File: config.mk
export PLATFORM = sky130hd
export DESIGN_NAME = uart_frame_tx
export DESIGN_NICKNAME = d
export VERILOG_FILES = /design/src/rtl/uart_frame_tx.sv
export SDC_FILE = /design/constraint.sdc
export NUM_CORES = 1
export LEC_CHECK = 0
export ABC_AREA = 1
export BUFFER_PORTS_ARGS = -buffer_cell sky130_fd_sc_hd__buf_2
export CORE_ASPECT_RATIO = 1.4
export CORE_MARGIN = 2
export CORE_UTILIZATION = 55
export DETAILED_ROUTE_END_ITERATION = 12
export PLACE_DENSITY = 0.75
export SYNTH_ARGS = -nofsm -noshare
export SYNTH_HDL_FRONTEND = slang
export SYNTH_SLANG_ARGS = --single-unit
File: constraint.sdc
create_clock -name clk -period 4.39 [get_ports clk]
set_input_delay 0 -clock clk [delete_from_list [all_inputs] [get_ports clk]]
set_output_delay 0 -clock clk [all_outputs]
set_load 0.05 [all_outputs]
File: src/rtl/uart_frame_tx.sv
// Multi-byte 8N1 serial transmitter: sends NUM_BYTES bytes back to back,
// byte 0 first, LSB first, with a start/busy/done handshake.
module uart_frame_tx #(
  parameter int BIT_PER   = 2604,
  parameter int NUM_BYTES = 5
) (
  input  logic                   clk,
  input  logic                   reset,
  input  logic [8*NUM_BYTES-1:0] tx_data,
  input  logic                   tx_start,
  output logic                   txd,
  output logic                   busy,
  output logic                   done
);

  localparam int BW = (BIT_PER > 1) ? $clog2(BIT_PER) : 1;
  localparam int YW = $clog2(NUM_BYTES) + 1;
  localparam logic [BW-1:0] BAUD_LAST = BW'(BIT_PER - 1);
  localparam logic [YW-1:0] BYTE_LAST = YW'(NUM_BYTES - 1);

  typedef enum logic [1:0] {IDLE, START, DATA, STOP} state_t;

  state_t                 state, state_n;
  logic [BW-1:0]          baud_cnt, baud_n;
  logic [3:0]             bit_cnt, bit_n;
  logic [YW-1:0]          byte_cnt, byte_n;
  logic [8*NUM_BYTES-1:0] shift_reg, shift_n;
  logic                   txd_n, busy_n, done_n;
  logic                   bit_end;

  assign bit_end = (baud_cnt == BAUD_LAST);

  // State, counters and the registered outputs; reset abandons any frame.
  always_ff @(posedge clk or negedge reset) begin
    if (!reset) begin
      state     <= IDLE;
      baud_cnt  <= '0;
      bit_cnt   <= '0;
      byte_cnt  <= '0;
      shift_reg <= '0;
      txd       <= 1'b1;
      busy      <= 1'b0;
      done      <= 1'b0;
    end else begin
      state     <= state_n;
      baud_cnt  <= baud_n;
      bit_cnt   <= bit_n;
      byte_cnt  <= byte_n;
      shift_reg <= shift_n;
      txd       <= txd_n;
      busy      <= busy_n;
      done      <= done_n;
    end
  end

  // Next state; txd is computed one step ahead so the line stays registered.
  // The whole frame sits in one shift register, so after byte k's 8 shifts
  // bit 0 already holds byte k+1's LSB.
  always_comb begin
    state_n = state;
    baud_n  = baud_cnt;
    bit_n   = bit_cnt;
    byte_n  = byte_cnt;
    shift_n = shift_reg;
    txd_n   = txd;
    busy_n  = busy;
    done_n  = 1'b0;
    case (state)
      IDLE: begin
        txd_n  = 1'b1;
        busy_n = 1'b0;
        if (tx_start) begin
          shift_n = tx_data;
          baud_n  = '0;
          bit_n   = '0;
          byte_n  = '0;
          state_n = START;
          txd_n   = 1'b0;
          busy_n  = 1'b1;
        end
      end
      START: begin
        if (bit_end) begin
          baud_n  = '0;
          state_n = DATA;
          txd_n   = shift_reg[0];
        end else begin
          baud_n = baud_cnt + 1'b1;
        end
      end
      DATA: begin
        if (bit_end) begin
          baud_n  = '0;
          shift_n = shift_reg >> 1;
          bit_n   = bit_cnt + 4'd1;
          if (bit_cnt == 4'd7) begin
            state_n = STOP;
            txd_n   = 1'b1;
          end else begin
            txd_n = shift_reg[1];
          end
        end else begin
          baud_n = baud_cnt + 1'b1;
        end
      end
      STOP: begin
        if (bit_end) begin
          baud_n = '0;
          if (byte_cnt != BYTE_LAST) begin
            byte_n  = byte_cnt + 1'b1;
            bit_n   = '0;
            state_n = START;
            txd_n   = 1'b0;
          end else begin
            state_n = IDLE;
            done_n  = 1'b1;
            busy_n  = 1'b0;
            txd_n   = 1'b1;
          end
        end else begin
          baud_n = baud_cnt + 1'b1;
        end
      end
      default: state_n = IDLE;
    endcase
  end

endmodule

==> results of run 1 <==
-- repair_timing --
action / CTS / global route
resized for setup: 0 / 0
setup buffers: 0 / 0
hold endpoints to repair: 104 / 1
hold buffers: 40 / 1
-- cells by family after synthesis --
family | Yosys count
simple gates | 156
flops | 65
compound gates | 59
buf+inv | 40
mux | 39
fa+ha+maj | 10
xor+xnor | 6
-- report_power, final --
group	switching [mW]	internal [mW]	total (mW)	leakage (nW)
registers	0.00892	0.609	0.618	0.873
logic	0.0472	0.0533	0.101	1.09
clock network	0.217	0.196	0.412	0.0778
-- worst register-to-register path, delay by kind of cell (launching register included) --
family | cells | cell delay [ps]
AND/OR/NAND/NOR | 3 | 1150
adder cells (fa/ha/maj) | 1 | 200
AO/OA/AOI/OAI | 1 | 50
buffers and inverters | 4 | 1020
flip-flops | 1 | 420
-- cell usage after synthesis (2+ instances only) --
library cell	n
nor2_1	25
ha_1	10
mux2i_1	39
buf_6	8
o21ai_2	40
dfrtp_1	64
nand3_4	2
nand2_2	40
nand2_1	61
inv_1	22
nand4_1	2
o21ai_0	12
a21oi_1	2
inv_2	2
xor2_1	5
o211ai_1	2
nand3_1	15
nor3_1	3
a21oi_2	2
buf_2	7
nor2_2	3
-- cell type report --
cell class,count,share of cell area (%)
Clock buffer,10,2.88
Clock inverter,4,0.508
Inverter,24,2.03
Multi-Input combinational cell,270,40.7
Sequential cell,65,36.8
Tap cell,74,2.09
Timing Repair Buffer,90,15.0
-- stage by stage --
stage | utilization, % | cell area (um2) | worst slack [ps]
floorplan | - | 3650 | 2760
global placement | 59.3 | 3870 | 1510
detailed placement | 59.3 | 3870 | 1460
CTS | 67.7 | 4420 | 1430
global route | 67.9 | 4430 | 1210
finish | 67.9 | 4430 | 1450
-- cells in the final DEF (no fill, tap or decap), types with 3 or more instances in the layout --
cell / synthesis / final
buf_2: 7 / 45
buf_4: 1 / 4
clkbuf_8: 0 / 9
clkinv_2: 0 / 3
dfrtp_1: 64 / 64
dlygate4sd3_1: 0 / 41
ha_1: 10 / 9
inv_1: 22 / 22
mux2i_1: 39 / 39
nand2_1: 61 / 61
nand2_2: 40 / 40
nand3_1: 15 / 15
nor2_1: 25 / 25
nor2_2: 3 / 3
nor3_1: 3 / 3
o21ai_0: 12 / 12
o21ai_2: 40 / 40
xor2_1: 5 / 5
-- layer usage --
layer	up-vias	wire [um]	global-route usage (%)	share of wire [%]
met5	-	0	0	0
met4	0	132	9.12	1.9
met3	12	168	3.92	2.4
li1	1402	-	-	-
met1	1314	3020	26.2	43
met2	45	3720	38.5	53
-- final timing paths --
| kind | start | endpoint | cells past startpoint |
|---|---|---|---|
| worst max-delay path | state[0] | shift_reg[19] | 9 |
| worst max register to register | state[0] | shift_reg[19] | 9 |
| worst min-delay path | tx_data[0] | shift_reg[0] | 3 |
| worst min register to register | busy | busy | 2 |
| min in group asynchronous | reset | byte_cnt[2] | 3 |
| max in group asynchronous | reset | shift_reg[26] | 3 |
==> results.md, run 1 <==
- Status: finished, final reports clean
- Largest net degree at the start of global routing: 66
- DRC violation count after routing: 0
- Max reg flops: 40
- Pwr Density: between 200 and 300 mW/mm2
- Largest family of logic cells by synthesized area: simple AND/OR/NAND/NOR gates
- Final hold violation count: 0
- Most common cell type on the critical path: inv_1
- Finished Layout Cells: approximately 540
- Inserted Clock Buffers: 9
- Share of cells above drive strength 1: between 30% and 40%
- Post-synth top area cell: dfrtp_1
- Post-synthesis compound-gate area fraction: 12.6%
- Synth Area in Adders: around 3.4%
- Worst-path cell chain: inv_1 -> ha_1 -> inv_1 -> nor2_2 -> inv_1 -> nand3_4 -> buf_4 -> nand2_2 -> o21ai_2
- Die area: between 0.007 and 0.008 mm2
- CTS clk-pin slew, worst paths: about 70 ps
- Layout area overhead: 21.3%
- Drt first pass iters: 4
- Total of warnings raised by yosys: 0
- Worst Path Arrival: around 3200 ps
- DR iter-0 viols: roughly 130
- Tot GR Track Use: a little over a fifth
- Clock sink total: 65
- First-pass GRT wire length: roughly 12,000 um
- Static Leak: 2.04 nW
- Top delay family on crit path: simple AND/OR/NAND/NOR gates
- RSZ-0062 raised after global routing: false
- Final GP Congestion: approximately 0.9
- Core box area: 0.00653 mm2
- Multi-input gate area: 0.00180 mm2
- Critical path launch point type: flop
- Placed cells: a little under 500
- H-tree levels: 3
- Setup violators final: 0
- Post-synthesis sequential area ratio: around 45%
- WL/cell: 13.1 um
- Antenna violations before repair: 0
- Die H: ~100 um
- Syn Area/Cell: just under 10 um2
- Final #Nets: 513
- Minimum clock period: around 2900 ps
- CTS max path bufs: 2
- Synth async-reset ratio: 100%
- Cells after Synth: 375
- Max Clock Freq: approximately 340 MHz
- Distinct cells, synth: 30
- Mux share of post-synthesis cell area: between 10% and 20%
- Synth Area in Simple Gates: roughly a fifth
- CP peak stage delay: ~700 ps
- Number of synthesized register bits: 65
- CP Capture Type: flop
- Peak VDD IR: between 0.15 and 0.2 mV
- Row count: 35
- Synthesized net count: approximately 430
- Crit-path max FO: between 50 and 60
- Clock Skews: about 5 ps
- Synth top area cells: dfrtp_1 (44%), mux2i_1 (11%), o21ai_2 (9.6%), nand2_2 (6.9%), nand2_1 (6.3%)
- CP required: around 4600 ps
- CP bufs+invs: 4
- Slowest CP cell: nand3_4
- Fin Setup TNS: 0 ps
- Starting Density: 56.0%
- Post-synth EDFFs: 0
- Buffers on Ports: 45
- Fin. max-slew vios: 0
- Die W: ~73 um
- Total gr overflow: 0
- Period utilization: approximately two thirds
- Pwr Total: roughly 1.1 mW
- Via density: between 5 and 6
- DP HPWL: about 4400 um
- Worst hold slack: a little over 20 ps
- ANT nets after route: 0
- Prevailing post-synth register cell: dfrtp_1
- Clk Latency, worst-skew pair: ~330 ps
- N_diodes: 0
- Yosys top cell area share: a little over two fifths
- Sequential Area: ~0.0016 mm2
- CTS root buf: clkbuf_8
- Post-Synth XOR/XNOR Area: ~1.4%
- HP Class: input pin to flop
- Number of fill cells: 501
- Cell Area, Synth: about 0.0037 mm2
- Worst Max-Slew Pin Slew: 833 ps
- Kind of critical path: flop to flop
- R2r setup slk: 1450 ps
- CTS tree: built
- Vias in the first global route: 2,834
- Post-Route WL: ~7000 um
- Max-slew headroom: 44.5%
- Max-Cap Viols: 0
- Io pins: 46
- Detailed-route via count: around 2,800
(Power assumes the default switching activity.)
==> inputs of run 2 (changes only) <==
==> constraint.sdc (replaced) <==
create_clock -name clk -period 2.9 [get_ports clk]
set_input_delay 0 -clock clk [delete_from_list [all_inputs] [get_ports clk]]
set_output_delay 0 -clock clk [all_outputs]
set_load 0.05 [all_outputs]
==> run 2 against run 1 <==
  * Clock power is 62% higher
  * Register-to-register slack worse by 630 ps
  * Cell count is 0.93% higher
  * Combinational power is 52% higher
  * Sequential power is 51% higher
  * Global-route usage is 0.22 points higher
  * Clock skew is 3.3 ps higher
  * Via count is 0.36% lower
  * Critical path type unchanged
  * Design area is 1.6% higher
  * Sequential cell count stayed put
  * Core utilization is 1.1 points higher
==> results.md, run 2 (synthesis gave the netlist of run 1 again) <==
- Critical path launch point type: flop (unchanged)
- Final #Nets: 517 (was 513)
- Die area: 0.00732 mm2 (unchanged)
- Static Leak: 2.07 nW (was 2.04 nW)
- Share of cells above drive strength 1: 34.0% (was 33.7%)
- Inserted Clock Buffers: 9 (unchanged)
- Vias in the first global route: 2,774 (was 2,834)
- Post-Route WL: 7340 um (was 7050 um)
- Drt first pass iters: 4 (unchanged)
- Cts repair resizes: 0 (unchanged)
- Minimum clock period: 2080 ps (was 2940 ps)
- Final GP Congestion: 0.902 (was 0.879)
- Fin. max-slew vios: 0 (unchanged)
- RSZ-0062 raised after global routing: false (unchanged)
- Clock sink total: 65 (unchanged)
- Placed cell area: 0.00392 mm2 (was 0.00387 mm2)
- Commonest non-fill, non-tap cell in the layout: dfrtp_1 (unchanged)
- CTS tree: built (unchanged)
- Max-slew headroom: 72.4% (was 44.5%)
- Final instance area: 0.00450 mm2 (was 0.00443 mm2)
- Sequential Area: 0.00163 mm2 (unchanged)
- Antenna violations before repair: 0 (unchanged)
- Die H: 100 um (unchanged)
- Clock Skews: 8.20 ps (was 4.92 ps)
- ANT nets after route: 0 (unchanged)
- Fin Setup TNS: 0 ps (unchanged)
- WL/cell: 13.5 um (was 13.1 um)
- Period utilization: 71.6% (was 67.0%)
- Max Clock Freq: 482 MHz (was 340 MHz)
- Via density: 5.10 (was 5.16)
- Core box area: 0.00653 mm2 (unchanged)
- N_diodes: 0 (unchanged)
- Status: finished, final reports clean (unchanged)
- Layout area overhead: 23.2% (was 21.3%)
- Kind of critical path: flop to flop (unchanged)
- Max-Cap Viols: 0 (unchanged)
- H-tree levels: 3 (unchanged)
- Detailed-route via count: 2,763 (was 2,773)
- Setup violators final: 0 (unchanged)
- DRC violation count after routing: 0 (unchanged)
- DR iter-0 viols: 104 (was 127)
- Total gr overflow: 0 (unchanged)
- CTS max path bufs: 2 (unchanged)
- Io pins: 46 (unchanged)
- Row count: 35 (unchanged)
- Peak VDD IR: 0.326 mV (was 0.171 mV)
- Commonest non-fill, non-tap cells in the layout: dfrtp_1 (64), nand2_1 (61), buf_2 (45), dlygate4sd3_1 (42) (was dfrtp_1 (64), nand2_1 (61), buf_2 (45), dlygate4sd3_1 (41))
- Final hold violation count: 0 (unchanged)
- DP HPWL: 4700 um (was 4450 um)
- HP Class: input pin to asynchronous set/reset pin (was input pin to flop)
- Number of fill cells: 493 (was 501)
- Crit-path max FO: 51 (unchanged)
- Worst Max-Slew Pin Slew: 415 ps (was 833 ps)
- Multi-input gate area: 0.00180 mm2 (unchanged)
- Starting Density: 56.0% (unchanged)
- CTS clk-pin slew, worst paths: 70 ps (about the same)
- Tot GR Track Use: 22.2% (was 22.0%)
- Buffers on Ports: 45 (unchanged)
- Max reg flops: 40 (unchanged)
- Worst Path Arrival: 2300 ps (was 3180 ps)
- Clk Latency, worst-skew pair: 340 ps (was 330 ps)
- Pwr Density: 391 mW/mm2 (was 255 mW/mm2)
- CP Capture Type: flop (unchanged)
- CTS root buf: clkbuf_8 (unchanged)
- CP required: 3130 ps (was 4630 ps)
- Die W: 72.9 um (unchanged)
- First-pass GRT wire length: 12,600 um (was 12,500 um)
- Largest net degree at the start of global routing: 52 (was 66)
==> run 2: repair_timing <==
item | in CTS | in global routing
setup buffers | 0 | 0
hold endpoints to repair | 75 | 0
hold buffers | 42 | 0
endpoints found under the setup margin | 0 | 0
==> run 2: where the power goes <==
group          internal, mW  total, mW  switching (mW)
Sequential            0.921      0.936          0.0148
Clock                 0.326      0.669           0.343
Combinational        0.0825      0.154          0.0719
==> run 2: worst max-delay path: stages, from the launching register on <==
cell and delay (ps):
dfrtp_1 400, inv_1 120, ha_1 230, inv_1 110, nor2_2 40, buf_4 170
inv_1 310, nand3_4 150, buf_12 230, nand2_2 110, o21ai_2 50
==> run 2: metrics by stage <==
step / power, mW / instances / setup slack [ps] / hold WS (ps) / util [%]
floorplan: 1.00 / 375 / 1270 / -296 / -
global placement: 1.06 / 485 / 938 / -53.4 / 60.0
detailed placement: 1.06 / 485 / 855 / -59.2 / 60.0
CTS: 1.77 / 542 / 842 / 109 / 69.0
global route: 1.82 / 542 / 538 / 135 / 69.0
finish: 1.76 / 542 / 824 / 107 / 69.0
==> run 2: area by class of cell <==
class | count | share of cell area, %
clock buffer | 12 | 3.23
tap | 74 | 2.06
inverter | 24 | 2.00
timing repair buffer | 94 | 16.1
clock inverter | 3 | 0.389
multi-input combinational | 270 | 40.1
sequential | 65 | 36.2
==> run 2: final timing paths <==
kind / startpoint / end / slack (ps) / cells past startpoint
max: state[0] / shift_reg[12] / 820 / 10
min: reset / baud_cnt[6] / 110 / 2
max reg2reg: state[0] / shift_reg[12] / 820 / 10
min reg2reg: busy / busy / 470 / 2
max in group asynchronous: reset / bit_cnt[3] / 2040 / 3
min in group clk: tx_data[39] / shift_reg[39] / 470 / 4
==> run 2: metal layers <==
metal	vias up	GRT usage, %	wire (um)
li1	1408	-	-
met1	1301	27.2	3260
met3	13	3.11	139
met5	-	0	0
met4	0	10.3	162
met2	41	38.2	3780
